### src/rtl/alu_op_sequencer_if.sv
// rtl/alu_op_sequencer_if.sv - command, ALU and response signals of the ALU operation sequencer
// slave is the sequencer's view; master is the controller/ALU/consumer side.
interface alu_op_sequencer_if #(
    parameter int WIDTH = 16,
    parameter int CNT_W = 16
);
    logic             cmd_valid;
    logic             cmd_ready;
    logic [WIDTH-1:0] cmd_a;
    logic [WIDTH-1:0] cmd_b;
    logic             cmd_cin;
    logic [2:0]       cmd_op;
    logic             cmd_acc;

    logic [WIDTH-1:0] alu_a;
    logic [WIDTH-1:0] alu_b;
    logic             alu_cin;
    logic [2:0]       alu_op;
    logic [WIDTH-1:0] alu_w;
    logic             alu_zero;
    logic             alu_neg;

    logic             rsp_valid;
    logic             rsp_ready;
    logic [WIDTH-1:0] rsp_w;
    logic             rsp_zero;
    logic             rsp_neg;
    logic [CNT_W-1:0] op_count;

    modport slave (
        input  cmd_valid, cmd_a, cmd_b, cmd_cin, cmd_op, cmd_acc,
        output cmd_ready,
        output alu_a, alu_b, alu_cin, alu_op,
        input  alu_w, alu_zero, alu_neg,
        output rsp_valid, rsp_w, rsp_zero, rsp_neg, op_count,
        input  rsp_ready
    );

    modport master (
        output cmd_valid, cmd_a, cmd_b, cmd_cin, cmd_op, cmd_acc,
        input  cmd_ready,
        input  alu_a, alu_b, alu_cin, alu_op,
        output alu_w, alu_zero, alu_neg,
        input  rsp_valid, rsp_w, rsp_zero, rsp_neg, op_count,
        output rsp_ready
    );
endinterface

### src/rtl/alu_op_sequencer.sv
// rtl/alu_op_sequencer.sv - drives registered operands into a combinational ALU and returns the settled result
// One operation in flight: IDLE accepts, SETTLE holds ALU inputs, RESP presents the captured result.
module alu_op_sequencer #(
    parameter int WIDTH  = 16,
    parameter int SETTLE = 2,
    parameter int CNT_W  = 16
) (
    input  logic                 clk,
    input  logic                 rst_n,
    alu_op_sequencer_if.slave    bus
);
    typedef enum logic [1:0] {
        S_IDLE   = 2'd0,
        S_SETTLE = 2'd1,
        S_RESP   = 2'd2
    } state_t;

    localparam logic [3:0] SETTLE_M1 = 4'(SETTLE - 1);

    state_t           state_q;
    logic [3:0]       cnt_q;
    logic [WIDTH-1:0] acc_q;
    logic [WIDTH-1:0] alu_a_q;
    logic [WIDTH-1:0] alu_b_q;
    logic             alu_cin_q;
    logic [2:0]       alu_op_q;
    logic [WIDTH-1:0] rsp_w_q;
    logic             rsp_zero_q;
    logic             rsp_neg_q;
    logic             rsp_valid_q;
    logic             cmd_ready_q;
    logic [CNT_W-1:0] op_count_q;

    logic [WIDTH-1:0] opnd_a_d;
    logic [CNT_W-1:0] op_count_d;

    assign opnd_a_d   = bus.cmd_acc ? acc_q : bus.cmd_a;
    assign op_count_d = op_count_q + 1'b1;

    always_ff @(posedge clk or negedge rst_n) begin
        if (!rst_n) begin
            state_q     <= S_IDLE;
            cnt_q       <= '0;
            acc_q       <= '0;
            alu_a_q     <= '0;
            alu_b_q     <= '0;
            alu_cin_q   <= 1'b0;
            alu_op_q    <= '0;
            rsp_w_q     <= '0;
            rsp_zero_q  <= 1'b0;
            rsp_neg_q   <= 1'b0;
            rsp_valid_q <= 1'b0;
            cmd_ready_q <= 1'b1;
            op_count_q  <= '0;
        end else begin
            case (state_q)
                S_IDLE: begin
                    if (bus.cmd_valid && cmd_ready_q) begin
                        alu_a_q     <= opnd_a_d;
                        alu_b_q     <= bus.cmd_b;
                        alu_cin_q   <= bus.cmd_cin;
                        alu_op_q    <= bus.cmd_op;
                        cnt_q       <= SETTLE_M1;
                        cmd_ready_q <= 1'b0;
                        state_q     <= S_SETTLE;
                    end
                end
                S_SETTLE: begin
                    // ALU inputs stay untouched here so the combinational result can settle
                    if (cnt_q == 4'd0) begin
                        rsp_w_q     <= bus.alu_w;
                        rsp_zero_q  <= bus.alu_zero;
                        rsp_neg_q   <= bus.alu_neg;
                        acc_q       <= bus.alu_w;
                        rsp_valid_q <= 1'b1;
                        state_q     <= S_RESP;
                    end else begin
                        cnt_q <= cnt_q - 4'd1;
                    end
                end
                S_RESP: begin
                    if (bus.rsp_ready) begin
                        rsp_valid_q <= 1'b0;
                        cmd_ready_q <= 1'b1;
                        op_count_q  <= op_count_d;
                        state_q     <= S_IDLE;
                    end
                end
                default: begin
                    rsp_valid_q <= 1'b0;
                    cmd_ready_q <= 1'b1;
                    state_q     <= S_IDLE;
                end
            endcase
        end
    end

    assign bus.cmd_ready = cmd_ready_q;
    assign bus.alu_a     = alu_a_q;
    assign bus.alu_b     = alu_b_q;
    assign bus.alu_cin   = alu_cin_q;
    assign bus.alu_op    = alu_op_q;
    assign bus.rsp_valid = rsp_valid_q;
    assign bus.rsp_w     = rsp_w_q;
    assign bus.rsp_zero  = rsp_zero_q;
    assign bus.rsp_neg   = rsp_neg_q;
    assign bus.op_count  = op_count_q;
endmodule

### src/flat_wrapper.sv
// flat-port wrapper written by rule: the top's interface ports become plain ports
module alu_op_sequencer_flat 
#(
    parameter int WIDTH  = 16,
    parameter int SETTLE = 2,
    parameter int CNT_W  = 16
)
  (clk, rst_n, bus_cmd_valid, bus_cmd_a, bus_cmd_b, bus_cmd_cin, bus_cmd_op, bus_cmd_acc, bus_cmd_ready, bus_alu_a, bus_alu_b, bus_alu_cin, bus_alu_op, bus_alu_w, bus_alu_zero, bus_alu_neg, bus_rsp_valid, bus_rsp_w, bus_rsp_zero, bus_rsp_neg, bus_op_count, bus_rsp_ready);
  alu_op_sequencer_if #(.WIDTH(WIDTH), .CNT_W(CNT_W)) bus_i ();
  input  logic clk;
  input  logic rst_n;
  input wire logic [$bits(bus_i.cmd_valid)-1:0] bus_cmd_valid;
  input wire logic [$bits(bus_i.cmd_a)-1:0] bus_cmd_a;
  input wire logic [$bits(bus_i.cmd_b)-1:0] bus_cmd_b;
  input wire logic [$bits(bus_i.cmd_cin)-1:0] bus_cmd_cin;
  input wire logic [$bits(bus_i.cmd_op)-1:0] bus_cmd_op;
  input wire logic [$bits(bus_i.cmd_acc)-1:0] bus_cmd_acc;
  output wire logic [$bits(bus_i.cmd_ready)-1:0] bus_cmd_ready;
  output wire logic [$bits(bus_i.alu_a)-1:0] bus_alu_a;
  output wire logic [$bits(bus_i.alu_b)-1:0] bus_alu_b;
  output wire logic [$bits(bus_i.alu_cin)-1:0] bus_alu_cin;
  output wire logic [$bits(bus_i.alu_op)-1:0] bus_alu_op;
  input wire logic [$bits(bus_i.alu_w)-1:0] bus_alu_w;
  input wire logic [$bits(bus_i.alu_zero)-1:0] bus_alu_zero;
  input wire logic [$bits(bus_i.alu_neg)-1:0] bus_alu_neg;
  output wire logic [$bits(bus_i.rsp_valid)-1:0] bus_rsp_valid;
  output wire logic [$bits(bus_i.rsp_w)-1:0] bus_rsp_w;
  output wire logic [$bits(bus_i.rsp_zero)-1:0] bus_rsp_zero;
  output wire logic [$bits(bus_i.rsp_neg)-1:0] bus_rsp_neg;
  output wire logic [$bits(bus_i.op_count)-1:0] bus_op_count;
  input wire logic [$bits(bus_i.rsp_ready)-1:0] bus_rsp_ready;
  assign bus_i.cmd_valid = bus_cmd_valid;
  assign bus_i.cmd_a = bus_cmd_a;
  assign bus_i.cmd_b = bus_cmd_b;
  assign bus_i.cmd_cin = bus_cmd_cin;
  assign bus_i.cmd_op = bus_cmd_op;
  assign bus_i.cmd_acc = bus_cmd_acc;
  assign bus_cmd_ready = bus_i.cmd_ready;
  assign bus_alu_a = bus_i.alu_a;
  assign bus_alu_b = bus_i.alu_b;
  assign bus_alu_cin = bus_i.alu_cin;
  assign bus_alu_op = bus_i.alu_op;
  assign bus_i.alu_w = bus_alu_w;
  assign bus_i.alu_zero = bus_alu_zero;
  assign bus_i.alu_neg = bus_alu_neg;
  assign bus_rsp_valid = bus_i.rsp_valid;
  assign bus_rsp_w = bus_i.rsp_w;
  assign bus_rsp_zero = bus_i.rsp_zero;
  assign bus_rsp_neg = bus_i.rsp_neg;
  assign bus_op_count = bus_i.op_count;
  assign bus_i.rsp_ready = bus_rsp_ready;
  alu_op_sequencer #(.WIDTH(WIDTH), .SETTLE(SETTLE), .CNT_W(CNT_W)) u_core (.clk(clk), .rst_n(rst_n), .bus(bus_i));
endmodule
### config.mk
export PLATFORM = sky130hd
export DESIGN_NAME = alu_op_sequencer_flat
export DESIGN_NICKNAME = d
export VERILOG_FILES = /design/src/rtl/alu_op_sequencer_if.sv /design/src/rtl/alu_op_sequencer.sv /design/src/flat_wrapper.sv
export SDC_FILE = /design/constraint.sdc
export NUM_CORES = 1
export LEC_CHECK = 0
export CAP_MARGIN = 10
export CORE_MARGIN = 2
export CORE_UTILIZATION = 45
export CTS_BUF_LIST = sky130_fd_sc_hd__clkbuf_8
export DETAILED_ROUTE_END_ITERATION = 12
export MAX_ROUTING_LAYER = met4
export PLACE_DENSITY = 0.94
export SLEW_MARGIN = 20
export SYNTH_ARGS = -nofsm -noshare
export SYNTH_HDL_FRONTEND = slang
export SYNTH_SLANG_ARGS = --single-unit
### constraint.sdc
create_clock -name clk -period 3.85 [get_ports clk]
set_input_delay 0.77 -clock clk [delete_from_list [all_inputs] [get_ports clk]]
set_output_delay 0.77 -clock clk [all_outputs]
set_load 0.02 [all_outputs]
==> run summary <==
First-pass detailed-route iteration total - 4
Main combinational cell family by area after synthesis - multiplexers
Fmax - 439 MHz
Worst clock skew on the final layout - 0.0115 ns
Run status - completed
Antenna-violating nets left - 0
Leading post-synthesis cells by cell area - dfrtp_1 (58%), mux2_2 (13%), mux2i_1 (5.5%)
Main synth FF type - dfrtp_1
Slowest cell on the critical path - clkdlybuf4s50_1
Complex-gate fraction of the synthesized area - 4.32%
Setup repair after global routing missed its margin - no
Buffers plus inverters on the worst setup path - 1
Latest clock arrival within the worst-skew pair - 0.34 ns
Crit end category - output port
Crit path required time - 3.08 ns
Net Count, Synth - 318
Clock sink count - 78
Count of non-filler cells in the finished layout - 493
Cell area power density - 739 nW/um2
Top cells by count, synth - dfrtp_1 (77), mux2_2 (38), nor2_1 (24), a21oi_1 (20), mux2i_1 (18)
Flops & latches, synth - 78
H-tree depth - 3
Number of nets in the final layout - 451
Syn Inst Count - 256
Area share of xor/xnor cells in the synthesized design - 4.47%
Share of cell area taken by muxes after synthesis - 18.4%
Post-DR wirelength/cell - 15.4 um
Sequential share of the synthesized area - 59.2%
Synth Warn # - 0
Slew of the pin with the lowest slew margin - 0.963 ns
CTS tree - done
Resized Gates After CTS - 0
Count of placed standard cells including taps - 477
Largest net degree at the start of global routing - 79
Hold-fix buffer count after cts - 0
Total core area - 7180 um2
Post-route setup TNS - 0 ns
Utilization after layout - 69.0%
Horiz. Die Dim - 89.7 um
Fraction of layout instances using a drive strength above 1 - 16.8%
Crit path largest cell delay - 0.60 ns
Register clock-pin slew on the reported worst setup and hold paths - 0.09 ns
All-Layer GR Usage - 19.7%
Number of flops mapped to enable cells by yosys - 0
Number of DRC markers after the initial detailed-route iteration - 141
Async SR Flop Fraction - 100%
Basic-gate share of the synthesized area counting and, or, nand and nor cells - 10.1%
Maximum fanout along the worst path - 4
Data arrival at the endpoint of the critical path - 1.51 ns
Cell with the most instances after synthesis - dfrtp_1
Die extent in y - 89.7 um
Total number of vias - 2429
Final routed DRC violation total - 0
Smallest hold slack - 0.471 ns
Number of endpoints with negative hold slack in the final report - 0
Hold crit path type - flip-flop to flip-flop
Rel. slew slack - 35.8%
Crit-path leading delay family - buffers and inverters
Post-synthesis adder-cell area fraction - 1.14%
Post-DR vias/cell - 4.93
Gpl congestion - 0.766
Leading area contributor after synthesis - dfrtp_1
Number of buffers inserted during clock tree synthesis - 9
Cell Area, Synth - 3300 um2
Signed area change from the synthesized netlist to the final layout - 50.1%
Die Footprint - 8040 um2
Number of global-route vias before repair - 2477
Aggregate global routing overflow - 0
Total inserted antenna cells - 0
Largest buffer count on any clock path - 2
# Post-CTS Setup Buffers - 0
Lkg Pwr - 2.19 nW
Cell-by-cell listing of the critical path - clkdlybuf4s50_1
Kind of start point of the critical path - flip-flop
Final wirelength - 7.57 mm
First-pass GRT wire length - 11.7 mm
Clock period minus worst slack - 2.28 ns
Root cell of the clock tree - clkbuf_8
Footprint of the multi-input gates - 1270 um2
Filler cell count - 507
Detail Placement HPWL - 5.36 mm
Boundary pin count - 131
Reported max-cap violation count - 0
Class of the most critical setup path - flip-flop to output port
Maximum resistive drop on vdd - 0.436 mV
Count of unique library cells instantiated by Yosys - 38
Quantity of I/O buffers inserted on ports - 130
Area share of the leading cell type in the synthesized netlist - 58.4%
Final setup violating endpoints - 0
Average cell area after synthesis - 12.9 um2
Initial antenna violation count - 0
Final critical-path share of the clock period - 59.1%
Starting density of the core - 46.0%
Sequential cell area - 1950 um2
Count of final max-slew check failures - 0
Site row count - 31
-- stage by stage --
step	cell area, um2	total power, mW	worst slack (ns)
after detailed placement	4680	2.88	1.29
final	4950	3.66	1.57
after CTS	4950	3.70	1.56
after global routing	4950	3.87	1.36
after global placement	4680	2.82	1.35
after floorplan	3300	2.10	1.94
-- state kept, by name, indices dropped and copies added (netlist names) --
register	flops
u_core.bus.alu_op	3
u_core.bus.op_count	16
u_core.bus.rsp_neg	1
u_core.bus.rsp_w	16
u_core.bus.cmd_ready	1
u_core.bus.alu_cin	1
u_core.bus.rsp_valid	1
u_core.cnt_q	4
u_core.bus.alu_a	16
u_core.bus.rsp_zero	1
u_core.bus.alu_b	16
u_core.state_q	2
-- area by class of cell --
| class | instances | area share [%] |
|---|---|---|
| clock buffers | 10 | 2.78 |
| clock inverters | 6 | 2.68 |
| inverters | 5 | 0.379 |
| multi-input cells | 163 | 25.7 |
| flip-flops and latches | 78 | 39.4 |
| well taps | 99 | 2.50 |
| repair buffers | 132 | 26.5 |
-- cell usage in the layout (no fill, tap or decap), types with 5 or more instances in the layout --
cell type and instances:
xnor2_1 11, mux2i_1 18, nand3_1 5, a21oi_1 20
nor2_1 24, clkdlybuf4s50_1 129, nand2_1 13, clkbuf_8 10
dfrtp_1 77, mux2_2 38, inv_1 6
-- path summary, 6_finish.rpt --
check,cells past startpoint,endpoint,slack [ns],from
min reg2reg,1,u_core.bus.op_count[15],0.47,u_core.bus.op_count[15]
max in group asynchronous,1,u_core.bus.rsp_w[2],2.65,rst_n
min,1,u_core.bus.op_count[15],0.47,u_core.bus.op_count[15]
min in group asynchronous,1,u_core.bus.op_count[5],0.57,rst_n
max reg2reg,6,u_core.bus.rsp_w[5],1.60,u_core.cnt_q[0]
max,1,bus_cmd_ready,1.57,u_core.bus.cmd_ready
-- layer usage --
| metal | global-route usage (%) | vias to the layer above | share of wire (%) |
|---|---|---|---|
| li1 | - | 1158 | - |
| met1 | 24.5 | 1163 | 41 |
| met2 | 31.1 | 98 | 49 |
| met3 | 5.21 | 10 | 7.8 |
| met4 | 7.33 | 0 | 1.3 |
| met5 | - | - | 0 |
-- where the power goes --
group          internal, mW  total (mW)  switching, mW  leakage, nW
combinational         0.798        1.50          0.706         1.07
sequential             1.14        1.35          0.211        0.981
clock                 0.514       0.810          0.296        0.138
-- cells by family (layout without fill, tap and decap cells) --
logic type | Yosys count | count (layout)
XOR/XNOR | 16 | 16
flip-flops | 78 | 78
adder cells (fa/ha/maj) | 3 | 3
multiplexers | 56 | 56
AO/OA/AOI/OAI | 26 | 26
AND/OR/NAND/NOR | 62 | 62
buffers and inverters | 15 | 153
No activity file was read; power rests on OpenSTA's default activity.
